===== config.mk =====
export PLATFORM = sky130hd
export DESIGN_NAME = seg_scan_driver
export DESIGN_NICKNAME = d
export VERILOG_FILES = /design/src/rtl/seg_pkg.sv /design/src/rtl/seg_decoder.sv /design/src/rtl/seg_scan_driver.sv
export SDC_FILE = /design/constraint.sdc
export NUM_CORES = 1
export LEC_CHECK = 0
export CORE_MARGIN = 3
export CORE_UTILIZATION = 55
export DETAILED_ROUTE_END_ITERATION = 8
export PLACE_DENSITY = 0.85
export SETUP_SLACK_MARGIN = 0.3
export SYNTH_ARGS = -nofsm -noshare
export SYNTH_HDL_FRONTEND = slang
export SYNTH_SLANG_ARGS = --single-unit

===== constraint.sdc =====
create_clock -name state_clk -period 3.2 [get_ports state_clk]
set_input_delay 0.8 -clock state_clk [delete_from_list [all_inputs] [get_ports state_clk]]
set_output_delay 0.8 -clock state_clk [all_outputs]
set_load 0.1 [all_outputs]

===== src/rtl/seg_pkg.sv =====
// Shared seven-segment constants and the character decode table used by
// every display driver in the design.
package seg_pkg;

  localparam logic [3:0] CHAR_BLANK = 4'hF;
  localparam logic [6:0] SEG_OFF    = 7'h7F;

  // One character-buffer slot: the code to decode plus its decimal point.
  typedef struct packed {
    logic [3:0] code;
    logic       dp;
  } seg_entry_t;

  localparam seg_entry_t ENTRY_BLANK = '{code: CHAR_BLANK, dp: 1'b0};

  // Active-low {a,b,c,d,e,f,g}; code F is the blank glyph.
  function automatic logic [6:0] seg_decode(input logic [3:0] code);
    logic [6:0] s;
    case (code)
      4'h0:    s = 7'b0000001;
      4'h1:    s = 7'b1001111;
      4'h2:    s = 7'b0010010;
      4'h3:    s = 7'b0000110;
      4'h4:    s = 7'b1001100;
      4'h5:    s = 7'b0100100;
      4'h6:    s = 7'b0100000;
      4'h7:    s = 7'b0001111;
      4'h8:    s = 7'b0000000;
      4'h9:    s = 7'b0000100;
      4'hA:    s = 7'b0001000;
      4'hB:    s = 7'b1100000;
      4'hC:    s = 7'b0110001;
      4'hD:    s = 7'b1000010;
      4'hE:    s = 7'b0110000;
      default: s = SEG_OFF;
    endcase
    return s;
  endfunction

endpackage


===== src/rtl/seg_decoder.sv =====
// Combinational character-code to active-low segment decoder.
module seg_decoder
  import seg_pkg::*;
(
  input  logic [3:0] code_i,
  output logic [6:0] seg_o
);

  assign seg_o = seg_decode(code_i);

endmodule


===== src/rtl/seg_scan_driver.sv =====
// Multiplexed common-anode seven-segment scanner with an all-off guard window
// at the start of each digit slot so segment changes never ghost onto a lit digit.
module seg_scan_driver
  import seg_pkg::*;
#(
  parameter int NUM_DIGITS = 4,
  parameter int DWELL      = 4,
  parameter int GUARD      = 1,
  parameter int IDX_W      = $clog2(NUM_DIGITS)
) (
  input  logic                  state_clk,
  input  logic                  reset,
  input  logic                  wr_en,
  input  logic [IDX_W-1:0]      wr_idx,
  input  logic [3:0]            wr_char,
  input  logic                  wr_dp,
  input  logic                  en,
  output logic [NUM_DIGITS-1:0] an,
  output logic [6:0]            seg,
  output logic                  dp,
  output logic [IDX_W-1:0]      digit_idx
);

  localparam int                    PH_W     = $clog2(DWELL);
  localparam logic [PH_W-1:0]       PH_LAST  = PH_W'(DWELL - 1);
  localparam logic [PH_W-1:0]       PH_GUARD = PH_W'(GUARD);
  localparam logic [IDX_W-1:0]      IDX_LAST = IDX_W'(NUM_DIGITS - 1);
  localparam logic [NUM_DIGITS-1:0] AN_OFF   = {NUM_DIGITS{1'b1}};
  localparam logic [NUM_DIGITS-1:0] AN_ONE   = NUM_DIGITS'(1);

  seg_entry_t            buf_q [NUM_DIGITS];
  logic [PH_W-1:0]       phase_q, phase_d;
  logic [IDX_W-1:0]      digit_q, digit_d;
  logic [NUM_DIGITS-1:0] an_q, an_d;
  logic [6:0]            seg_q, seg_d;
  logic                  dp_q, dp_d;
  seg_entry_t            snap_entry;
  logic [6:0]            snap_seg;
  logic                  wr_ok;

  assign wr_ok = wr_en && (int'(wr_idx) < NUM_DIGITS);

  // Snapshot reads the buffer slot of the digit about to own the slot.
  assign snap_entry = buf_q[digit_d];

  seg_decoder u_dec (
    .code_i (snap_entry.code),
    .seg_o  (snap_seg)
  );

  always_comb begin
    phase_d = (phase_q == PH_LAST) ? '0 : phase_q + 1'b1;
    digit_d = digit_q;
    if (phase_q == PH_LAST) begin
      digit_d = (digit_q == '0) ? IDX_LAST : digit_q - 1'b1;
    end

    an_d  = an_q;
    seg_d = seg_q;
    dp_d  = dp_q;
    if (phase_d == '0) begin
      // Segments only change here, with every anode forced off.
      an_d  = AN_OFF;
      seg_d = snap_seg;
      dp_d  = ~snap_entry.dp;
    end else if (phase_d == PH_GUARD) begin
      an_d = en ? ~(AN_ONE << digit_q) : AN_OFF;
    end else if (!en) begin
      an_d = AN_OFF;
    end
  end

  always_ff @(posedge state_clk or posedge reset) begin
    if (reset) begin
      phase_q <= PH_LAST;
      digit_q <= '0;
      an_q    <= AN_OFF;
      seg_q   <= SEG_OFF;
      dp_q    <= 1'b1;
      for (int i = 0; i < NUM_DIGITS; i++) begin
        buf_q[i] <= ENTRY_BLANK;
      end
    end else begin
      phase_q <= phase_d;
      digit_q <= digit_d;
      an_q    <= an_d;
      seg_q   <= seg_d;
      dp_q    <= dp_d;
      if (wr_ok) begin
        buf_q[wr_idx] <= '{code: wr_char, dp: wr_dp};
      end
    end
  end

  assign an        = an_q;
  assign seg       = seg_q;
  assign dp        = dp_q;
  assign digit_idx = digit_q;

endmodule


### Word-level counts from Yosys, hierarchy flattened

Memory sizes are Yosys's and may differ from the RTL's. A register that Yosys moved wholly into a read port is not among the register bits.
Index checks and enable logic that the tools add are counted.

* add/subtract/negate cells: 2
* magnitude comparators: 3
* eq/ne operators: 3
* shifts and indexed selects: 1
* multiplexer cells: 13
* bitwise logic cells: 4
* reduce and logical (&&, ||, !) cells: 3

Operators by type and width (number)
* $bwmux W20: 1
* $mux W4: 4
* $mux W5: 3
* $bmux W5 S2: 1
* $demux W5 S2: 1
* $ge A3 B3 Y1 const B: 2
* $mux W2: 3
* $not A2 Y3: 2
* $logic_not A2 Y1: 2
* $not A4 Y4: 1
* $shl A1 B2 Y4 const A: 1
* $lt A3 B1 Y1 const B: 1
* $ne A3 B1 Y1 const B: 1
* $add A2 B1 Y2 const B: 1
* $eq A2 B1 Y1 const B: 1
* $eq A2 B2 Y1 const B: 1
* $sub A2 B1 Y2 const B: 1
* $logic_and A1 B1 Y1: 1
* $not A1 Y1: 1

* register bits after elaboration: 29
* ROM bits: 112
* input bits: 11
* output and inout port bits: 14
* memories: 1

Memory list
* (no name shown): words 16, width 7, rd ports 1, clocked after memory_dff 1, write ports 0, line seg_pkg.sv:19 `case (code)`

### Longest topological paths before layout

Gate-level depths: netlist of the first run.

* word-level depth: 8
* mapped depth: 15

### Cells and area by module

From an unflattened synthesis of the first run, not the netlist that was laid out.

* cells, all modules: 146
* area total of the unflattened synthesis: 1928.1 µm²

By module, submodules not included
* seg_scan_driver: times used 1, cells an instance 118, area an instance 1685.4 µm²
* seg_decoder: times used 1, cells an instance 28, area an instance 242.7 µm²

### Worst setup path before layout of the first run

No wires, ideal clock.

* path kind: register -> register
* from: register digit_q[0], in the netlist digit_idx[0]
* to: register seg_q[6], in the netlist seg[6]
* library setup time: 0.098 ns
* arrival time: 3.544 ns
* data required time: 3.102 ns
* setup slack: -0.442 ns
* cell stages (with the launch flop): 16
* cell sequence: dfrtp_1 inv_1 ha_1 nand3b_1 o21ai_2 buf_4 buf_2 mux2i_1 nor2_1 or2_2 inv_1 ha_1 inv_1 or2_1 and3_1 a221oi_1

* longest elaborated chain between the ends: 7

Ends and longest elaborated chain
* start: declaration: line seg_scan_driver.sv:33 `logic [IDX_W-1:0] digit_q, digit_d;`
* start signal: assignment: line seg_scan_driver.sv:85 `digit_q <= digit_d;`
* $sub A2 B1 Y2 / $logic_not A2 Y1 (equally long branches): line seg_scan_driver.sv:55 `digit_d = (digit_q == '0) ? IDX_LAST : digit_q - 1'b1;`
* $mux W2: line seg_scan_driver.sv:55
* $mux W2 (*): line seg_scan_driver.sv:54 `if (phase_q == PH_LAST) begin`
* $not A2 Y3 (implied by the code) (*): line seg_scan_driver.sv:44 `assign snap_entry = buf_q[digit_d];`
* $bmux W5 S2 (*): line seg_scan_driver.sv:44
* $mux W5 (implied by the code) (*) (2 in a row): line seg_scan_driver.sv:44
* end: declaration: line seg_scan_driver.sv:35 `logic [6:0] seg_q, seg_d;`

Every way passes the cells marked *; elsewhere a longest branch is shown, timed or not. The select of a mux whose other input is x is not followed.
A chain may end at the register's enable or synchronous reset.

### Worst setup path in the final report of the first run

Ends and elaborated chain as after synthesis.

==> flow_summary.rst, run 1 <==
.. list-table::
   :header-rows: 1

   * - Metric
     - Value
   * - Post-cts hold buffer count
     - 0
   * - Initial core utilization
     - 0.592
   * - Number of fill cells in the layout
     - 254
   * - Crit path capture
     - seg[6]
   * - Reg2Reg Launch Point
     - digit_idx[0]
   * - Footprint of the multi-input gates
     - 1050 um^2
   * - Rel. slew slack
     - 0.580
   * - # IOs
     - 25
   * - Pwr per Cell Area
     - 623 nW/um^2
   * - Int Power
     - 0.930 mW
   * - Total global-route track usage
     - 0.210
   * - Switching fraction of total power
     - 0.390
   * - Total length of routed wires
     - 4100 um
   * - Portion of the clock cycle consumed by the worst path in the final layout
     - 0.848
   * - First drt pass iteration count
     - 4
   * - First-pass GRT wire length
     - 7020 um
   * - Synth Net Count
     - 213
   * - Setup-violating endpoint count in the final report
     - 0
   * - RD Place Congestion
     - 0.901
   * - Max VDD drop
     - 0.366 mV
   * - Number of buffers added on ports
     - 24
   * - Final layout net count
     - 243
   * - Origin of the worst setup path
     - digit_idx[0]
   * - Most common library cell in the layout ignoring fill and taps
     - dfstp_2
   * - Number of global-route vias before repair
     - 1502
   * - Count of maximum capacitance violations
     - 0
   * - Max Clock Freq
     - 368 MHz
   * - Placeable core region
     - 3470 um^2
   * - Cell breakdown of the critical path
     - inv_2, ha_1, nand3b_1, o21ai_4, mux2i_1, nor2_1, or2_4, inv_2, ha_1, inv_1, or2_1, and3_1, a221oi_1
   * - Standby leakage power
     - 1.08 nW
   * - Slowest CP cell
     - dfrtp_4
   * - Critical Setup Path Class
     - reg2reg
   * - Final number of max-transition violations
     - 0
   * - Buffering stage count on the worst path with inverters included
     - 3
   * - Maximum number of pins on one net before global-route repair
     - 23
   * - Leftover overflow at the end of global routing
     - 0
   * - Sum of negative setup slack
     - 0 ns
   * - Number of H-tree levels
     - 2
   * - Setup slack after layout
     - 0.486 ns
   * - CTS tree
     - done
   * - Maximum root-to-sink buffer count
     - 2
   * - Residual DRC count
     - 0
   * - Number of distinct library cells after synthesis
     - 41
   * - Vertical die dimension
     - 67.1 um
   * - Initial antenna violation count
     - 0
   * - Clk_lat worst skew
     - 0.28 ns
   * - Area of the die
     - 4500 um^2
   * - Longest individual stage delay on the worst path
     - 0.47 ns
   * - Number of flip-flops and latches in the synthesized netlist
     - 36
   * - Count of yosys warnings during synthesis
     - 0
   * - Transition time at the pin with the least slew margin
     - 0.630 ns
   * - Iteration-0 DRC count of the detailed router
     - 65
   * - Comb pwr share
     - 0.358
   * - Hold Path Depth
     - 2
   * - Reg2reg end
     - seg[6]
   * - Share of the yosys chip area belonging to registers
     - 0.457
   * - Commonest cells after routing, fill and taps aside
     - 30 x dfstp_2, 20 x mux2_2, 20 x buf_4
   * - Sink Count
     - 36
   * - Max FO, Critical Path
     - 8
   * - Post-DP HPWL
     - 3160 um
   * - Top_reg_cell synth
     - dfstp_2
   * - Post-synth design cell area
     - 2050 um^2
   * - Hold Violations, Final
     - 0
   * - Register area
     - 946 um^2
   * - Average size of a mapped cell
     - 10.9 um^2
   * - Root Driver
     - clkbuf_8
   * - Psw
     - 0.594 mW
   * - Number of synthesized flops with an enable pin
     - 0
   * - Kind of path behind the tightest hold check
     - reg2reg
   * - Power share of the clock group
     - 0.215
   * - Sequential fraction of design power
     - 0.428
   * - Worst Skew
     - 0.00479 ns
   * - Detail Route Antenna Nets
     - 0
   * - Outcome
     - complete, no violations
   * - Post-synthesis instance total
     - 188
   * - Period minus WS final
     - 2.71 ns
   * - Setup slack, reg-to-reg
     - 0.49 ns
   * - CP endpoint kind
     - flop
   * - Syn-to-layout area delta
     - 19.3%
   * - Clock-pin slew on the worst setup and hold paths
     - 0.07 ns
   * - Width of the die
     - 67.1 um
   * - Via density per instance
     - 5.71
   * - Setup slack at placement
     - 0.482 ns
   * - Number of cells on the worst reg-to-reg path
     - 13
   * - Row count
     - 21
   * - Fraction of layout cells with a size suffix above 1
     - 0.416
   * - Cell family with the largest share of critical-path delay
     - simple AND/OR/NAND/NOR gates
   * - WP data arrival
     - 2.90 ns
   * - Crit start category
     - flop
   * - Required time reported for the critical path endpoint
     - 3.39 ns
   * - Via count
     - 1514
   * - TritonCTS buffer count
     - 5
   * - Final routed wire length divided by cell count
     - 15.5 um
   * - Number of logic stages on the critical path including buffering
     - 13
   * - Setup repair after global routing missed its margin
     - no
   * - FFs w/ async S/R, synth
     - 1.00
   * - Diodes inserted
     - 0
==> sequential cells by signal (all words and copies together) (netlist names) <==
signal and count:
buf_q 20, seg 7, an 4, digit_idx 2, phase_q 2, dp 1
==> tightest hold or removal path: cells and delay by family, from the launching register on <==
family	cells	cell delay, ns
flops	1	0.37
simple gates	1	0.08
compound gates	1	0.04
==> power by group through the flow <==
stage | sequential, mW | combinational, mW | clock, mW
6_report | 0.652 | 0.545 | 0.327
5_1_grt | 0.663 | 0.582 | 0.360
4_1_cts | 0.652 | 0.545 | 0.337
3_5_place_dp | 0.659 | 0.543 | 0
3_3_place_gp | 0.652 | 0.534 | 0
2_1_floorplan | 0.887 | 0.188 | 0
==> cells by family (layout without fill, tap and decap cells) <==
logic type	count (synthesis)	count (layout)	share of synthesized area
AO/OA/AOI/OAI	23	23	0.0804
adder cells (fa/ha/maj)	14	14	0.0853
buffers and inverters	21	52	0.0420
flip-flops	36	36	0.457
multiplexers	34	34	0.190
AND/OR/NAND/NOR	60	60	0.145
==> what timing repair did <==
action / 4_1_cts / 5_1_grt
buffers inserted: 0 / 0
endpoints found under the setup margin: 0 / 2
gates resized for setup: 0 / 4
==> stage by stage <==
step                cells  area, um^2  power, mW  hold WS [ns]   util
floorplan             188        2070       1.07         0.474      -
global placement      257        2340       1.19         0.484  0.674
detailed placement    257        2340       1.20         0.484  0.674
CTS                   265        2430       1.53         0.496  0.701
global route          265        2450       1.61         0.530  0.706
finish                265        2450       1.52         0.490  0.706
==> area by class of cell <==
class | count | area share
multi-input cells | 131 | 0.428
clock inverters | 2 | 0.00409
repair buffers | 30 | 0.102
well taps | 46 | 0.0235
clock buffers | 6 | 0.0337
inverters | 14 | 0.0225
flip-flops and latches | 36 | 0.386
==> layer usage <==
layer  routed length [um]  vias up  global-route usage
li1                     -      728                   -
met1                 1770      753               0.254
met2                 2170       28               0.363
met3                  128        5              0.0590
met4                   34        0              0.0582
met5                    0        -                   0
==> worst min-delay path by stage <==
stage	from	slack, ns	end
6_report	dp	0.49	dp
5_1_grt	seg[6]	0.53	seg[6]
4_1_cts	dp	0.50	dp
3_5_place_dp	dp	0.48	dp
3_3_place_gp	seg[4]	0.48	seg[4]
2_1_floorplan	buf_q[5]	0.47	buf_q[5]
==> Yosys cell counts, types with 2 or more instances <==
| master | count | area share |
|---|---|---|
| mux2_2 | 20 | 0.11 |
| nor3b_1 | 3 | 0.011 |
| o311ai_0 | 2 | 0.0085 |
| buf_2 | 3 | 0.0073 |
| or3_1 | 2 | 0.0061 |
| nor3_1 | 6 | 0.015 |
| nand4_1 | 3 | 0.0091 |
| nor2b_1 | 3 | 0.0091 |
| dfstp_2 | 30 | 0.38 |
| clkbuf_1 | 3 | 0.0055 |
| nand3b_1 | 3 | 0.011 |
| o21ai_0 | 5 | 0.012 |
| mux4_2 | 2 | 0.022 |
| inv_1 | 13 | 0.024 |
| ha_1 | 14 | 0.085 |
| nand3_1 | 4 | 0.0098 |
| a21oi_1 | 2 | 0.0049 |
| a31oi_1 | 2 | 0.0061 |
| dfrtp_1 | 6 | 0.073 |
| mux2i_1 | 12 | 0.059 |
| a311oi_1 | 2 | 0.0085 |
| nand2_1 | 15 | 0.027 |
| nor2_1 | 15 | 0.027 |
Power figures use the tool's default switching activity.
==> inputs of run 2 (changes only) <==
--- a/config.mk
+++ b/config.mk
@@ -6,9 +6,9 @@
 export NUM_CORES = 1
 export LEC_CHECK = 0
 export CORE_MARGIN = 3
-export CORE_UTILIZATION = 55
+export CORE_UTILIZATION = 50
 export DETAILED_ROUTE_END_ITERATION = 8
-export PLACE_DENSITY = 0.85
+export PLACE_DENSITY = 0.82
 export SETUP_SLACK_MARGIN = 0.3
 export SYNTH_ARGS = -nofsm -noshare
 export SYNTH_HDL_FRONTEND = slang
==> constraint.sdc (replaced) <==
create_clock -name state_clk -period 2.2 [get_ports state_clk]
set_input_delay 0.55 -clock state_clk [delete_from_list [all_inputs] [get_ports state_clk]]
set_output_delay 0.55 -clock state_clk [all_outputs]
set_load 0.1 [all_outputs]
==> run 2 against run 1 <==
  * The flow now finishes with violations (negative setup slack)
  * Fmax up 11%
  * Utilization increased by 7.6 points
  * Final area increased by 21%
  * Critical path depth increased by 1
  * Global-route usage barely moved
  * Setup slack lost 0.72 ns
  * First-iteration DRC count grew 38%
  * Power up 66%
  * Highest routed layer unchanged
  * Sequential cell count did not move
  * Non-clock buffer count grew 30
  * Register-to-register slack worse by 0.72 ns
==> flow_summary.rst, run 2 (synthesized netlist as in run 1, its figures left out) <==
.. list-table::
   :header-rows: 1

   * - Metric
     - Value
   * - Maximum number of pins on one net before global-route repair
     - 37
   * - WP data arrival
     - 2.65 ns
   * - Max Clock Freq
     - 410 MHz
   * - Outcome
     - complete, but fails checks
   * - Number of H-tree levels
     - 2
   * - Period minus WS final
     - 2.44 ns
   * - RD Place Congestion
     - 0.875
   * - Setup slack at placement
     - -0.230 ns
   * - Maximum root-to-sink buffer count
     - 2
   * - Iteration-0 DRC count of the detailed router
     - 90
   * - Slowest CP cell
     - dfrtp_4
   * - Via count
     - 1669
   * - Standby leakage power
     - 1.30 nW
   * - Number of global-route vias before repair
     - 1725
   * - Met1 Wirelength
     - 2060 um
   * - First-pass GRT wire length
     - 8220 um
   * - Power share of the clock group
     - 0.197
   * - Required time reported for the critical path endpoint
     - 2.41 ns
   * - Placed cell count
     - 278
   * - Cell breakdown of the critical path
     - inv_4, ha_4, nand3b_1, o21ai_2, buf_12, mux2i_1, nor2_1, or2_4, inv_4, ha_4, inv_2, or2_4, and3_4, a221oi_2
   * - Leftover overflow at the end of global routing
     - 0
   * - Root Driver
     - clkbuf_8
   * - Initial core utilization
     - 0.541
   * - Diodes inserted
     - 0
   * - Fin util
     - 0.782
   * - Met3 wire len
     - 212 um
   * - Comb pwr share
     - 0.415
   * - Sink Count
     - 36
   * - Area of the die
     - 4910 um^2
   * - First drt pass iteration count
     - 4
   * - Total length of routed wires
     - 4910 um
   * - Post-cts hold buffer count
     - 0
   * - Hold Violations, Final
     - 0
   * - Top Metal Used
     - met4
   * - Initial antenna violation count
     - 0
   * - Detail Route Antenna Nets
     - 0
   * - Most flop-heavy register
     - buf_q
   * - Total chip power
     - 2.53 mW
   * - Crit start category
     - flop
   * - Longest individual stage delay on the worst path
     - 0.43 ns
   * - Via density per instance
     - 5.62
   * - Sequential fraction of design power
     - 0.388
   * - Final number of max-transition violations
     - 0
   * - Most common library cell in the layout ignoring fill and taps
     - buf_4
   * - Max VDD drop
     - 0.576 mV
   * - Width of the die
     - 70.1 um
   * - Setup slack after layout
     - -0.238 ns
   * - Psw
     - 0.967 mW
   * - Post-Layout Inst Area
     - 2970 um^2
   * - Detailed route wirelength on metal2
     - 2530 um
   * - Pwr per Cell Area
     - 852 nW/um^2
   * - Post-DP HPWL
     - 3300 um
   * - Count of maximum capacitance violations
     - 0
   * - Number of buffers added on ports
     - 24
   * - Kind of path behind the tightest hold check
     - reg2reg
   * - Max FO, Critical Path
     - 7
   * - Residual DRC count
     - 0
   * - Int Power
     - 1.56 mW
   * - Worst Skew
     - 0.00311 ns
   * - Cell family with the largest share of critical-path delay
     - simple AND/OR/NAND/NOR gates
   * - Final routed wire length divided by cell count
     - 16.5 um
   * - Vertical die dimension
     - 70.1 um
   * - Finished Layout Cells
     - 297
   * - Setup-violating endpoint count in the final report
     - 7
   * - Rel. slew slack
     - 0.705
   * - Total global-route track usage
     - 0.210
   * - Commonest cells after routing, fill and taps aside
     - 34 x buf_4, 30 x dfstp_2, 19 x mux2_2
   * - Final layout net count
     - 273
   * - Clock-pin slew on the worst setup and hold paths
     - 0.07 ns
   * - TritonCTS buffer count
     - 5
   * - Setup repair after global routing missed its margin
     - yes
   * - Syn-to-layout area delta
     - 44.6%
   * - Clk_lat worst skew
     - 0.29 ns
   * - Area post-placement
     - 2690 um^2
   * - Buffering stage count on the worst path with inverters included
     - 4
   * - Critical Setup Path Class
     - reg2reg
   * - Switching fraction of total power
     - 0.382
   * - CP endpoint kind
     - flop
   * - Violations in the final reports
     - negative setup slack
   * - Row count
     - 22
   * - Fraction of layout cells with a size suffix above 1
     - 0.554
   * - Portion of the clock cycle consumed by the worst path in the final layout
     - 1.11
   * - Number of flip-flops in the largest register
     - 20
   * - Transition time at the pin with the least slew margin
     - 0.439 ns
   * - # IOs
     - 25
   * - Placeable core region
     - 3800 um^2
   * - CTS tree
     - done
run 2: cell types whose count changed in the layout (fill, tap and decap cells not counted), moves of 3 or more:
cell and change:
buf_12 +13, buf_4 +14, buf_6 +3, ha_1 -3, ha_4 +4
run 2: metrics by stage:
stage	setup TNS (ns)	hold WS (ns)
4_1_cts	-0.846	0.510
3_5_place_dp	-0.964	0.494
2_1_floorplan	-2.67	0.474
3_3_place_gp	-0.654	0.488
6_report	-1.19	0.507
5_1_grt	-2.01	0.530
run 2: power by group through the flow:
stage / Sequential, mW / Combinational, mW / Clock, mW
floorplan: 1.29 / 0.286 / 0
global placement: 0.979 / 0.956 / 0
detailed placement: 0.986 / 0.971 / 0
CTS: 0.977 / 0.991 / 0.504
global route: 0.995 / 1.10 / 0.535
finish: 0.981 / 1.05 / 0.499
run 2: cell type report:
cell class              instances  area [um^2]
well taps                      48         60.1
flip-flops and latches         36          946
repair buffers                 60          649
multi-input cells             131         1150
fillers                       227          830
clock buffers                   7         86.3
inverters                      14         65.1
clock inverters                 1         7.51
run 2: layer usage:
metal	vias up	track usage
li1	788	-
met1	828	0.245
met2	40	0.367
met3	13	0.0489
met4	0	0.0872
met5	-	0
run 2: final timing paths:
path / from / endpoint / slack, ns / cells past startpoint
min reg2reg: buf_q[10] / buf_q[10] / 0.51 / 1
min: buf_q[10] / buf_q[10] / 0.51 / 1
max reg2reg: digit_idx[1] / seg[6] / -0.24 / 14
max in group asynchronous: reset / digit_idx[1] / 1.19 / 3
max: digit_idx[1] / seg[6] / -0.24 / 14
min in group asynchronous: reset / digit_idx[0] / 0.67 / 3
run 2: timing repair:
action / in CTS / in global routing
resized for setup: 14 / 10
pin swaps: 4 / 7
endpoints found under the hold margin: 0 / 0
setup buffers: 8 / 3
endpoints found under the setup margin: 8 / 8
